$ cat src/rtl/qpu_ifu_prefetch_pkg.sv
// Shared defaults for the QPU instruction fetch unit: datapath widths and PC step.
package qpu_ifu_prefetch_pkg;
    localparam int QPU_PC_SIZE         = 32;
    localparam int QPU_INSTR_SIZE      = 32;
    localparam int QPU_ITCM_ADDR_WIDTH = 16;
    localparam int QPU_PC_STEP         = 4;
endpackage

$ cat src/rtl/qpu_ifu_pfbuf.sv
// Prefetch buffer: synchronous DEPTH-entry FIFO with a single-cycle clear.
module qpu_ifu_pfbuf #(
    parameter int WIDTH = 64,
    parameter int DEPTH = 4
) (
    input  logic                         clk,
    input  logic                         rst,
    input  logic                         push,
    input  logic                         pop,
    input  logic                         clear,
    input  logic [WIDTH-1:0]             din,
    output logic [WIDTH-1:0]             dout,
    output logic [$clog2(DEPTH+1)-1:0]   level,
    output logic                         empty
);
    localparam int LW = $clog2(DEPTH+1);
    localparam int PW = $clog2(DEPTH);

    logic [WIDTH-1:0] mem_q [DEPTH];
    logic [PW-1:0]    wr_q, wr_d;
    logic [PW-1:0]    rd_q, rd_d;
    logic [LW-1:0]    cnt_q, cnt_d;
    logic             do_push;
    logic             do_pop;

    assign empty   = (cnt_q == '0);
    assign level   = cnt_q;
    assign dout    = mem_q[rd_q];
    assign do_pop  = pop & ~empty;
    assign do_push = push & ((cnt_q != LW'(DEPTH)) | do_pop);

    always_comb begin
        wr_d  = wr_q;
        rd_d  = rd_q;
        cnt_d = cnt_q;
        if (clear) begin
            wr_d  = '0;
            rd_d  = '0;
            cnt_d = '0;
        end else begin
            if (do_push) wr_d = wr_q + PW'(1);
            if (do_pop)  rd_d = rd_q + PW'(1);
            cnt_d = cnt_q + LW'(do_push) - LW'(do_pop);
        end
    end

    always_ff @(posedge clk or posedge rst) begin
        if (rst) begin
            wr_q  <= '0;
            rd_q  <= '0;
            cnt_q <= '0;
        end else begin
            wr_q  <= wr_d;
            rd_q  <= rd_d;
            cnt_q <= cnt_d;
        end
    end

    // Storage carries no reset; occupancy alone decides what is visible.
    always_ff @(posedge clk) begin
        if (do_push & ~clear) mem_q[wr_q] <= din;
    end
endmodule

$ cat src/rtl/qpu_ifu_prefetch.sv
// Credit-controlled instruction prefetch between the ITCM ICB port and EXU issue.
module qpu_ifu_prefetch
    import qpu_ifu_prefetch_pkg::*;
#(
    parameter int PC_W    = QPU_PC_SIZE,
    parameter int INSTR_W = QPU_INSTR_SIZE,
    parameter int ADDR_W  = QPU_ITCM_ADDR_WIDTH,
    parameter int DEPTH   = 4,
    parameter int PC_STEP = QPU_PC_STEP
) (
    input  logic                       clk,
    input  logic                       rst,
    input  logic [PC_W-1:0]            pc_rtvec,
    output logic                       icb_cmd_valid,
    input  logic                       icb_cmd_ready,
    output logic [ADDR_W-1:0]          icb_cmd_addr,
    input  logic                       icb_rsp_valid,
    output logic                       icb_rsp_ready,
    input  logic [INSTR_W-1:0]         icb_rsp_rdata,
    output logic                       o_valid,
    input  logic                       o_ready,
    output logic [INSTR_W-1:0]         o_ir,
    output logic [PC_W-1:0]            o_pc,
    input  logic                       flush_req,
    input  logic [PC_W-1:0]            flush_pc,
    output logic                       flush_ack,
    input  logic                       halt_req,
    output logic                       halt_ack,
    output logic [$clog2(DEPTH+1)-1:0] fifo_level
);
    localparam int CW = $clog2(DEPTH+1);
    localparam int SW = CW + 1;
    localparam int EW = PC_W + INSTR_W;

    logic              boot_q, boot_d;
    logic [PC_W-1:0]   fetch_pc_q, fetch_pc_d;
    logic [PC_W-1:0]   rsp_pc_q, rsp_pc_d;
    logic [CW-1:0]     outs_q, outs_d;
    logic [CW-1:0]     disc_q, disc_d;
    logic              halt_ack_q, halt_ack_d;

    logic              cmd_fire;
    logic              rsp_fire;
    logic              rsp_keep;
    logic              pop;
    logic              buf_empty;
    logic [SW-1:0]     credit_used;
    logic [EW-1:0]     buf_dout;

    // Credits count both in-flight requests and buffered entries, so a
    // response always finds a free slot and rsp_ready can stay high.
    assign credit_used   = SW'(outs_q) + SW'(fifo_level);
    assign icb_cmd_valid = ~boot_q & ~halt_req & ~flush_req & (credit_used < SW'(DEPTH));
    assign icb_cmd_addr  = fetch_pc_q[ADDR_W-1:0];
    assign icb_rsp_ready = 1'b1;
    assign flush_ack     = flush_req;
    assign halt_ack      = halt_ack_q;

    assign cmd_fire = icb_cmd_valid & icb_cmd_ready;
    assign rsp_fire = icb_rsp_valid & (outs_q != '0);
    assign rsp_keep = rsp_fire & ~flush_req & (disc_q == '0);
    assign o_valid  = ~buf_empty;
    assign pop      = o_valid & o_ready & ~flush_req;
    assign o_pc     = buf_dout[EW-1:INSTR_W];
    assign o_ir     = buf_dout[INSTR_W-1:0];

    always_comb begin
        boot_d     = 1'b0;
        fetch_pc_d = fetch_pc_q;
        rsp_pc_d   = rsp_pc_q;
        disc_d     = disc_q;
        outs_d     = outs_q + CW'(cmd_fire) - CW'(rsp_fire);
        if (boot_q) begin
            fetch_pc_d = pc_rtvec;
            rsp_pc_d   = pc_rtvec;
        end else if (flush_req) begin
            // Everything still in flight after this cycle is stale.
            fetch_pc_d = flush_pc;
            rsp_pc_d   = flush_pc;
            disc_d     = outs_q - CW'(rsp_fire);
        end else begin
            if (cmd_fire) fetch_pc_d = fetch_pc_q + PC_W'(PC_STEP);
            if (rsp_fire && (disc_q != '0)) disc_d = disc_q - CW'(1);
            if (rsp_keep) rsp_pc_d = rsp_pc_q + PC_W'(PC_STEP);
        end
        halt_ack_d = halt_req & (outs_d == '0);
    end

    always_ff @(posedge clk or posedge rst) begin
        if (rst) begin
            boot_q     <= 1'b1;
            fetch_pc_q <= '0;
            rsp_pc_q   <= '0;
            outs_q     <= '0;
            disc_q     <= '0;
            halt_ack_q <= 1'b0;
        end else begin
            boot_q     <= boot_d;
            fetch_pc_q <= fetch_pc_d;
            rsp_pc_q   <= rsp_pc_d;
            outs_q     <= outs_d;
            disc_q     <= disc_d;
            halt_ack_q <= halt_ack_d;
        end
    end

    qpu_ifu_pfbuf #(
        .WIDTH (EW),
        .DEPTH (DEPTH)
    ) u_pfbuf (
        .clk   (clk),
        .rst   (rst),
        .push  (rsp_keep),
        .pop   (pop),
        .clear (flush_req),
        .din   ({rsp_pc_q, icb_rsp_rdata}),
        .dout  (buf_dout),
        .level (fifo_level),
        .empty (buf_empty)
    );
endmodule

$ cat config.mk
export PLATFORM = sky130hd
export DESIGN_NAME = qpu_ifu_prefetch
export DESIGN_NICKNAME = d
export VERILOG_FILES = /design/src/rtl/qpu_ifu_prefetch_pkg.sv /design/src/rtl/qpu_ifu_pfbuf.sv /design/src/rtl/qpu_ifu_prefetch.sv
export SDC_FILE = /design/constraint.sdc
export NUM_CORES = 1
export LEC_CHECK = 0
export CAP_MARGIN = 20
export CORE_UTILIZATION = 40
export DETAILED_ROUTE_END_ITERATION = 6
export DONT_BUFFER_PORTS = 1
export GPL_ROUTABILITY_DRIVEN = 0
export GPL_TIMING_DRIVEN = 1
export PLACE_DENSITY_LB_ADDON = 0.08
export RECOVER_POWER = 100
export SLEW_MARGIN = 20
export SYNTH_ARGS = -nofsm -noshare
export SYNTH_HDL_FRONTEND = slang
export SYNTH_SLANG_ARGS = --single-unit
export TNS_END_PERCENT = 30
$ cat constraint.sdc
create_clock -name clk -period 3.2 [get_ports clk]
set_input_delay 0 -clock clk [delete_from_list [all_inputs] [get_ports clk]]
set_output_delay 0 -clock clk [all_outputs]
set_load 0.05 [all_outputs]
; After elaboration in Yosys (flattened, before gate mapping)
; Memory sizes are Yosys's and may differ from the RTL's.
; Cells that the tools add are included.
[op_classes]
muxes = 15
order_cmp = 1
bitwise = 18
n_reduce_logical = 12
n_eq_ne = 1
n_addsub = 11
[op_table]
columns = operator, count
row1 = $mux 32, 6
row2 = $add 32x3->32 const B, 2
row3 = $and 1x1->1, 13
row4 = $reduce_bool 3->1, 4
row5 = $logic_not 3->1, 3
row6 = $mux 3, 3
row7 = $sub 3x1->3, 3
row8 = $mux 2, 4
row9 = $add 3x1->3, 2
row10 = $reduce_bool 2->1, 3
row11 = $add 2x1->2 const B, 2
row12 = $add 3x3->4, 1
row13 = $lt 4x3->1 const B, 1
row14 = $not 1->1, 4
row15 = $ne 3x3->1 const B, 1
row16 = $sub 3x1->3 const B, 1
row17 = $mux 1, 2
row18 = $reduce_and 2->1, 1
row19 = $logic_and 1x1->1, 1
row20 = $or 1x1->1, 1
[word_totals]
regBits = 79
ramBits = 256
output_inout_bits = 88
memories = 1
wordCells = 68
in_bits = 103
[mem_list]
columns = name, words, word_bits, rd, rd_clocked_by_memory_dff, wr, line_no
row1 = u_pfbuf.mem_q, 4, 64, 1, 0, 1, qpu_ifu_pfbuf.sv:19  ; logic [WIDTH-1:0] mem_q [DEPTH];

; Depth between registers and ports, before layout
; Gate-level depths: netlist of the first run.
[logic_depth]
depth_word = 10
mapped_depth = 11
depth_no_buf = 11

; Hierarchy
; From an unflattened synthesis of the first run, not the netlist that was laid out.
[hier_totals]
hier_cells = 831
hier_area_um2 = 13314.0
[by_module_without_submodules]
columns = module, seq_area_each_um2, area_per_inst_um2, n_inst, cells_per_inst
row1 = qpu_ifu_pfbuf, 7862.5, 9694.3, 1, 379
row2 = qpu_ifu_prefetch, 1352.5, 3619.7, 1, 452

; Least setup slack after synthesis of the first run
; Ideal clock, no wire load.
[synth_timing]
kind = register to register
startpoint = register disc_q[0]
endpoint = memory u_pfbuf.mem_q[1][0], enable pin
period_less_slack_ns = 3.461
path_slack_ns = -0.261
path_buffers = 0
arrival_time_ns = 3.032
required_ns = 2.771
setup_time_ns = 0.429
stages_incl_launch_ff = 7
cell_sequence = dfrtp_1 -> inv_1 -> ha_1 -> ha_1 -> o311ai_4 -> nor3_1 -> and2_1
[synth_via]
elab_chain_len = 6
[synth_lines]
columns = item, line_no
row1 = start: declaration, qpu_ifu_prefetch.sv:39  ; logic [CW-1:0] disc_q, disc_d;
row2 = start signal: assignment, qpu_ifu_prefetch.sv:102  ; disc_q <= disc_d;
row3 = $logic_not 3->1, qpu_ifu_prefetch.sv:61  ; assign rsp_keep = rsp_fire & ~flush_req & (disc_q == '0);
row4 = $and 1x1->1, qpu_ifu_prefetch.sv:61
row5 = $and 1x1->1, qpu_ifu_pfbuf.sv:30  ; assign do_push = push & ((cnt_q != LW'(DEPTH)) | do_pop);
row6 = $and 1x1->1, qpu_ifu_pfbuf.sv:61  ; if (do_push & ~clear) mem_q[wr_q] <= din;
row7 = $mux 1, qpu_ifu_pfbuf.sv:61
row8 = $mux 1 (not written as such), qpu_ifu_pfbuf.sv:61
row9 = end: declaration, qpu_ifu_pfbuf.sv:19
; Every way passes these cells.

; Worst setup path after layout of the first run
[layout_timing]
startpoint = register boot_q
endpoint = register rsp_pc_q[14]
[layout_via]
elab_chain_len = 1
elab_cells_between_ends = 2
classes_between = mux (1) / reduce/logical (1)
[layout_lines]
columns = item, line_no
row1 = start: declaration, qpu_ifu_prefetch.sv:35  ; logic boot_q, boot_d;
row2 = start signal: assignment, qpu_ifu_prefetch.sv:98  ; boot_q <= boot_d;
row3 = $reduce_bool 3->1 (no source line) / $mux 32 (equally long branches), n/a
row4 = end signal: assignment, qpu_ifu_prefetch.sv:100  ; rsp_pc_q <= rsp_pc_d;
row5 = end: declaration, qpu_ifu_prefetch.sv:37  ; logic [PC_W-1:0] rsp_pc_q, rsp_pc_d;
; Several ways; a longest one is shown, not always the timed one.
; A chain may end at the register's enable or synchronous reset.

==> results.ini, run 1 <==
[global_route]
grt_max_degree = 65
grt_pass1_vias = 8220
track_usage_pct = 18.56
grt_antenna_before_repair = 0
grt_first_pass_wirelength_um = 47360
overflow = 0

[routing]
routed-via-count = 7717
via_per_inst = 5.552
dr.pass1.iters = 5
drc = 0
drtIter0Drc = 594
drtAntennaViolNets = 0
routed_wl_um = 30700
wl_per_cell_um = 22.09

[sta]
tightest_slew_ns = 1.588
maxSlewHeadroom_pct = -5.988
setup_viol = 0
rsz0062_at_grt = false
hold_viol_final = 0
finalWorstSetupSlack_ns = 0.2056
fin_crit_sh_pct = 93.57
period_needed_ns = 2.994
holdWs_ns = 0.0004481
drv_slew = 39
clock_skew_ns = 0.01681
tns_ns = 0
fmax_ghz = 0.3340

[yosys]
synth_seq_area_share_pct = 69.90
syn_nets = 917
synth.top_cell.area_share_pct = 58.31
avgSynthCellArea_um2 = 16.56
async_reset_ff_share_pct = 19.24
synth_edf_count = 256
syn_area_um2 = 13180
synth_area_leader_cell = edfxtp_1
syn_inst = 796
ys_types = 59
ys_top_cells_by_area = edfxtp_1 (58%), dfrtp_1 (11%), mux4_2 (11%)
yosysWarnings = 0
ys_ff_latch = 317
ys.flop_type = edfxtp_1

[die]
die_y_um = 183.5
ios = 191
dieArea_um2 = 33690
coreArea_um2 = 32450
rows = 66
initial_utilization_pct = 40.62
die_w_um = 183.5

[cells_and_area]
num-nets-final = 1043
multiInputGateArea_um2 = 3714
drive_gt1_share_pct = 14.56
n_antenna_cell = 0
final_cell_mix = edfxtp_1 (256), dlygate4sd3_1 (108), mux4_2 (64), dfrtp_1 (58)
utilization_pct = 49.04
final-instance-count-excl-fill = 1390
final_common_cell = edfxtp_1
areaGrowthSynthToFinish_pct = 20.74
fillers = 2762
ff_latch_area_um2 = 9220
fin_area_um2 = 15920

[clocking]
cts_root_buf = clkbuf_16
cts_tree = built
post-cts-setup-buffers = 0
cts.clk_slew.worst_paths_ns = 0.06
clk_path_buf_depth = 3
cts.sinks = 317
cts_buffers = 35
htreeDepth = 2
clkLatencyLatePin_ns = 0.51

[worst_hold_path]
hp-class = in -> out

[worst_setup_path]
cp_slowest_stage_delay_ns = 0.75
critPathLaunchType = flop
worstPathCellList = nor2b_1, buf_4, a22oi_1, dlygate4sd3_1, a2bb2oi_1, dlygate4sd3_1
cp.arrival_ns = 3.38
critPathSlowestCell = dlygate4sd3_1
criticalPathCategory = reg -> reg
worstPathRequired_ns = 3.58
cp_max_fo = 17
cpMostUsedCell = dlygate4sd3_1
cp-end-kind = flop

[pwr]
ir_worst_vdd_mv = 0.4473
power_density_nw_per_um2 = 765.8
p_total_mw = 12.19
p_leak_nw = 5.344

[placed_design]
hpwl_um = 18450
place_ws_ns = 0.3527
portBuffers = 0
place_area_um2 = 13790
dp.cells = 1219

[run_status]
status = complete, but fails checks
violations = max-capacitance violations, max-slew violations

[run]
max_cap_viol_count = 1

## Yosys cell counts, types with 3 or more instances
library cell,count
a41o_1,3
nor4b_1,3
mux2i_1,6
xor2_1,5
mux4_2,64
a21oi_1,49
nor3_1,5
buf_2,12
o22a_1,5
buf_4,4
o21ai_0,41
nor2_1,33
nand4_1,9
a2bb2oi_1,5
nor4_1,3
nand3_1,22
o21a_1,4
o2bb2ai_1,4
nand2_1,49
o31ai_1,6
o22ai_1,7
a22oi_1,18
ha_1,16
and3_1,10
inv_1,18
edfxtp_1,256
dfrtp_1,60
buf_1,5
and4_1,4
clkbuf_1,18
and2_1,4
nor4_4,3
a31oi_1,6
xnor2_1,8
## final cells by class
type | count | area share (%)
flip-flops and latches | 317 | 57.93
multi-input cells | 422 | 23.33
repair buffers | 128 | 7.625
clock buffers | 47 | 6.116
well taps | 442 | 3.475
clock inverters | 16 | 1.101
inverters | 18 | 0.4245
## registers in the layout, summed over array words and instances (netlist names), 2 cells and up
| name | count |
|---|---|
| u_pfbuf.rd_q | 2 |
| u_pfbuf.level | 3 |
| fetch_pc_q | 16 |
| u_pfbuf.wr_q | 2 |
| disc_q | 3 |
| rsp_pc_q | 30 |
| u_pfbuf.mem_q | 256 |
| outs_q | 3 |
## critical path: cells and delay by family, from the launching register on
kind	cells	cell delay (ns)
AOI/OAI and AO/OA	2	0.44
buffers and inverters	3	1.53
DFF	1	0.72
and+or+nand+nor	1	0.17
## routing by layer
metal / up-vias / track usage [%] / part of all wire (%)
li1: 3431 / - / -
met1: 3910 / 23.93 / 42
met2: 322 / 31.15 / 49
met3: 54 / 3.883 / 6.6
met4: 0 / 6.367 / 2.4
met5: - / 0 / 0
## worst paths after layout
| check | cells after the start | end | slack [ns] | start |
|---|---|---|---|---|
| max in group asynchronous | 3 | fetch_pc_q[12] | 0.79 | rst |
| worst max-delay path | 6 | rsp_pc_q[14] | 0.21 | boot_q |
| min in group asynchronous | 2 | u_pfbuf.level[1] | 0.42 | rst |
| worst min register to register | 2 | disc_q[2] | 0.55 | disc_q[2] |
| worst min-delay path | 0 | flush_ack | 0.0004 | flush_req |
| worst max register to register | 6 | rsp_pc_q[14] | 0.21 | boot_q |
## power by group
| group | internal (mW) | total, mW | switching, mW |
|---|---|---|---|
| registers | 4.75 | 5.13 | 0.383 |
| clock network | 2.46 | 4.02 | 1.56 |
| logic | 0.936 | 3.04 | 2.10 |
## cell families (layout without fill, tap and decap cells)
group,after synthesis,count (layout),synth area share [%]
compound gates,161,161,7.726
xor+xnor,13,13,0.8637
fa+ha+maj,18,18,1.822
buf+inv,57,209,1.851
flops,317,317,69.90
mux,70,70,11.39
other cells,2,2,0.05697
simple gates,158,158,6.388
## what timing repair did
action,4_1_cts,5_1_grt
gates resized for setup,0,0
endpoints found under the hold margin,222,0
endpoints found under the setup margin,0,0
hold buffers,108,0
Power figures use the tool's default switching activity.
==> run 2, diff against run 1 <==
- clock period: 3.2 -> 2.64 ns (I/O delays scaled with it)
==> run 2 against run 1 <==
Compared with the run above: sequential share of layout area shrank 2.0 points; cell area grew 3.5%; sequential power grew 22%; critical endpoint is now halt_ack; clock skew is essentially flat; the run now ends clean.
==> results.ini, run 2 (synthesized netlist as in run 1, its figures left out) <==
[cells_and_area]
final_common_cell = edfxtp_1
final_cell_mix = edfxtp_1 (256), dlygate4sd3_1 (104), mux4_2 (64), dfrtp_1 (56), a21oi_1 (49)
top_regs = u_pfbuf.mem_q: 256 flops, rsp_pc_q: 30 flops, fetch_pc_q: 16 flops
largest_register_ffs = 256
fillers = 2697
num-nets-final = 1070
top_register = u_pfbuf.mem_q
drive_gt1_share_pct = 19.53
n_antenna_cell = 0
areaGrowthSynthToFinish_pct = 25.01

[routing]
met3WireLength_um = 2161
met1_length_um = 13410
highest_layer = met4
drc = 0
wl_per_cell_um = 22.22
routed_wl_um = 31550
routed-via-count = 7871
via_per_inst = 5.543
dr_wl_met2_um = 15340
drtIter0Drc = 519
dr.pass1.iters = 6
drtAntennaViolNets = 0

[clocking]
clkLatencyLatePin_ns = 0.51
clk_path_buf_depth = 3
post-cts-setup-buffers = 0
cts_root_buf = clkbuf_16
cts.clk_slew.worst_paths_ns = 0.06
cts.sinks = 317
htreeDepth = 2
cts_buffers = 37
cts_tree = built

[sta]
clock_skew_ns = 0.01638
fin_crit_sh_pct = 97.69
fmax_ghz = 0.3877
maxSlewHeadroom_pct = 17.58
tightest_slew_ns = 1.236
rsz0062_at_grt = true
drv_slew = 0
finalWorstSetupSlack_ns = 0.06096
hold_viol_final = 0
period_needed_ns = 2.579
setup_viol = 0

[worst_setup_path]
criticalPathCategory = reg -> reg
r2r_cells = 10
worstSetupEndpoint = halt_ack
reg2reg_from = u_pfbuf.level[1]
critPathBufInv = 1
cp_slowest_stage_delay_ns = 0.41
crit_family = adder cells
worstPathRequired_ns = 3.05
critPathLaunchType = flop
cp.arrival_ns = 2.99
cp.depth = 10
cp_max_fo = 2
rrSetupSlack_ns = 0.06
cp-end-kind = flop
rr_endpoint = halt_ack
crit_start = u_pfbuf.level[1]
cpMostUsedCell = ha_1
critPathSlowestCell = dfrtp_2
worstPathCellList = ha_1, nor4_4, and3_4, nand2_1, ha_1, inv_1, ha_1, fa_1, xnor2_1, nor4b_2

[die]
ios = 191
coreArea_um2 = 32450
initial_utilization_pct = 40.62
rows = 66
dieArea_um2 = 33690
die_y_um = 183.5
die_w_um = 183.5

[global_route]
grt_pass1_vias = 8323
grt_max_degree = 34
overflow = 0
grt_antenna_before_repair = 0
track_usage_pct = 19.09
grt_first_pass_wirelength_um = 48800

[pwr]
p_leak_nw = 5.595
p_total_mw = 15.36
ir_worst_vdd_mv = 0.4968
power_density_nw_per_um2 = 932.0

[worst_hold_path]
hp-class = in -> out

[placed_design]
portBuffers = 0
place_ws_ns = -0.04738
hpwl_um = 20930

[run]
max_cap_viol_count = 0

[run_status]
status = completed

==> run 2: power breakdown <==
| part | internal, mW | total (mW) | leakage [nW] | switching, mW |
|---|---|---|---|---|
| combinational | 1.31 | 3.92 | 1.93 | 2.61 |
| clock | 3.21 | 5.18 | 0.615 | 1.97 |
| sequential | 5.75 | 6.26 | 3.05 | 0.507 |
==> run 2: metal layers <==
metal	vias up	GRT usage, %
met1	3954	25.28
met5	-	0
li1	3509	-
met3	51	3.506
met4	0	5.267
met2	357	32.23
==> run 2: worst register-to-register path: cells and delay by family, from the launching register on <==
family,cells,cell delay (ns)
xor+xnor,1,0.16
fa+ha+maj,4,1.08
buf+inv,1,0.05
flops,1,0.41
simple gates,4,0.78
==> run 2: metrics by stage <==
stage / instance area (um2) / cells / TNS [ns] / hold WS [ns] / utilization (%)
3_3_place_gp: 14160 / 1248 / 0 / 0.001227 / 43.64
6_report: 16480 / 1420 / 0 / 0.0005170 / 50.78
4_1_cts: 16470 / 1420 / 0 / 0.0008509 / 50.76
3_5_place_dp: 14160 / 1248 / -0.04738 / 0.001212 / 43.64
5_1_grt: 16480 / 1420 / -0.2857 / 0.0006266 / 50.78
2_1_floorplan: 13200 / 796 / -37.99 / 0.09887 / -
==> run 2: area by class of cell <==
cell class | count | area [um2] | share of cell area [%]
Clock buffer | 42 | 997.2 | 6.051
Clock inverter | 26 | 267.8 | 1.625
Inverter | 18 | 67.56 | 0.4100
Multi-Input combinational cell | 422 | 3775 | 22.91
Sequential cell | 317 | 9220 | 55.95
Tap cell | 442 | 553.0 | 3.356
Timing Repair Buffer | 153 | 1599 | 9.703
==> run 2: worst min-delay path by stage <==
| stage | start | end | slack (ns) | depth (start not counted) |
|---|---|---|---|---|
| 2_1_floorplan | icb_rsp_rdata[0] | u_pfbuf.mem_q[0][0] | 0.1 | 0 |
| 3_3_place_gp | flush_req | flush_ack | 0.001 | 0 |
| 3_5_place_dp | flush_req | flush_ack | 0.001 | 0 |
| 4_1_cts | flush_req | flush_ack | 0.0009 | 0 |
| 5_1_grt | flush_req | flush_ack | 0.0006 | 0 |
| 6_report | flush_req | flush_ack | 0.0005 | 0 |
==> run 2: timing repair <==
action / CTS / global route
endpoints found under the setup margin: 1 / 51
pin swaps: 2 / 0
endpoints found under the hold margin: 212 / 0
hold buffers: 104 / 0
gates resized for setup: 1 / 7
==> run 3, diff against run 2 <==
--- a/constraint.sdc
+++ b/constraint.sdc
@@ -3,2 +3,2 @@
 set_output_delay 0 -clock clk [all_outputs]
-set_load 0.05 [all_outputs]
+set_load 0.01 [all_outputs]
==> run 3 against run 2 <==
Compared with the run above: non-clock buffer count shrank 8; flip-flop and latch count did not move; register-to-register slack got worse by 0.05 ns; sequential power shrank 3%; die area unchanged; worst setup slack worse by 0.046 ns; core utilization down 0.92 points; combinational power down 29%; clock skew decreased by 0.0027 ns; the flow now finishes with violations (negative hold slack, max-capacitance violations, max-slew violations).
==> results.ini, run 3 (synthesized netlist as in run 1, its figures left out) <==
[run_status]
violations = negative hold slack, max-capacitance violations, max-slew violations
status = complete, but fails checks

[worst_setup_path]
worstPathCellList = ha_2, nor4_4, and3_4, nand2_1, ha_1, inv_1, ha_2, fa_2, xnor2_2, nor4b_2
cpMostUsedCell = ha_2
critPathLaunchType = flop
cp-end-kind = flop
criticalPathCategory = reg -> reg
cp.arrival_ns = 3.04
worstPathRequired_ns = 3.05
cp_slowest_stage_delay_ns = 0.39
cp_max_fo = 2
critPathSlowestCell = dfrtp_1

[cells_and_area]
fillers = 2724
largest_register_ffs = 256
ff_latch_area_um2 = 9224
num-nets-final = 1060
drive_gt1_share_pct = 18.74
multiInputGateArea_um2 = 3815
top_regs = u_pfbuf.mem_q: 256 flops, rsp_pc_q: 30 flops, fetch_pc_q: 16 flops
areaGrowthSynthToFinish_pct = 22.75
final_cell_mix = edfxtp_1 (256), dlygate4sd3_1 (102), mux4_2 (64), dfrtp_1 (58)
n_antenna_cell = 0
top_register = u_pfbuf.mem_q
fin_area_um2 = 16180
final_common_cell = edfxtp_1
utilization_pct = 49.86

[run]
max_cap_viol_count = 1

[global_route]
grt_first_pass_wirelength_um = 47940
grt_antenna_before_repair = 0
track_usage_pct = 18.66
grt_pass1_vias = 8270
grt_max_degree = 47
overflow = 0

[sta]
setup_viol = 0
holdWs_ns = -0.008648
drv_slew = 47
fmax_ghz = 0.3809
tns_ns = 0
clock_skew_ns = 0.01368
period_needed_ns = 2.626
rsz0062_at_grt = true
fin_crit_sh_pct = 99.45
maxSlewHeadroom_pct = -46.39
hold_viol_final = 1
tightest_slew_ns = 2.184

[clocking]
cts.clk_slew.worst_paths_ns = 0.06
cts_tree = built
cts_buffers = 35
htreeDepth = 2
clk_path_buf_depth = 3
cts_root_buf = clkbuf_16
cts.sinks = 317
clkLatencyLatePin_ns = 0.51

[pwr]
power_density_nw_per_um2 = 816.2
ir_worst_vdd_mv = 0.5616
p_leak_nw = 5.446

[routing]
routed-via-count = 7736
via_per_inst = 5.494
wl_per_cell_um = 21.85
drc = 0
routed_wl_um = 30770
drtIter0Drc = 467
drtAntennaViolNets = 0
dr.pass1.iters = 5

[die]
coreArea_um2 = 32450
rows = 66
die_y_um = 183.5
initial_utilization_pct = 40.62
ios = 191
dieArea_um2 = 33690
die_w_um = 183.5

[placed_design]
portBuffers = 0
place_area_um2 = 14050
hpwl_um = 20270

[worst_hold_path]
hp-class = in -> reg

[run 3: changes by cell type in the layout (fill, tap and decap cells not counted), sizes merged]
cell         before  now
clkinv           16   14
buf              42   39
clkinvlp          3    1
bufinv            5    0
dlygate4sd3     104  102
clkbuf           49   51
[run 3: power breakdown]
part	internal [mW]	leakage [nW]	switching, mW
Clock	2.48	0.501	1.84
Sequential	5.76	3.06	0.335
Combinational	1.29	1.89	1.49
[run 3: layout make-up]
class | instances | share of cell area [%]
inverters | 18 | 0.4253
clock inverters | 17 | 0.5335
multi-input cells | 422 | 23.58
clock buffers | 47 | 5.753
flip-flops and latches | 317 | 57.00
well taps | 442 | 3.418
repair buffers | 145 | 9.294
[run 3: through the flow]
step	hold slack (ns)	cells	setup WS [ns]	power, mW
2_1_floorplan	0.09177	796	-0.1480	7.955
3_3_place_gp	0.0007286	1239	0.04643	8.660
3_5_place_dp	0.0007419	1239	-0.09741	8.742
4_1_cts	0.0002806	1405	0.01556	13.31
5_1_grt	0.00002849	1408	-0.1151	13.87
6_report	-0.008648	1408	0.01447	13.21
[run 3: path summary, 6_finish.rpt]
path | cells after the start | end | slack (ns) | start
worst max register to register | 10 | halt_ack | 0.01 | u_pfbuf.level[1]
max in group asynchronous | 3 | rsp_pc_q[7] | 0.82 | rst
min in group asynchronous | 2 | u_pfbuf.level[0] | 0.52 | rst
worst min register to register | 2 | disc_q[0] | 0.56 | disc_q[0]
worst min-delay path | 5 | u_pfbuf.wr_q[0] | -0.009 | icb_rsp_valid
worst max-delay path | 10 | halt_ack | 0.01 | u_pfbuf.level[1]
[run 3: routing by layer]
| metal | part of all wire [%] | vias up | global-route usage (%) |
|---|---|---|---|
| met1 | 44 | 3942 | 24.77 |
| met5 | 0 | - | 0 |
| met3 | 5.8 | 35 | 3.903 |
| met4 | 1.5 | 0 | 4.767 |
| met2 | 49 | 287 | 31.24 |
| li1 | - | 3472 | - |
[run 3: timing repair]
item | 4_1_cts | 5_1_grt
setup buffers | 0 | 3
gates resized for setup | 2 | 15
hold buffers | 102 | 0
pin swaps | 0 | 5
endpoints found under the hold margin | 227 | 0
endpoints found under the setup margin | 1 | 181
[run 3: critical path, delay by kind of cell, from the launching register on]
family | cells | cell delay, ns
XOR/XNOR | 1 | 0.16
adder cells (fa/ha/maj) | 4 | 1.05
buffers and inverters | 1 | 0.06
flip-flops | 1 | 0.39
AND/OR/NAND/NOR | 4 | 0.86
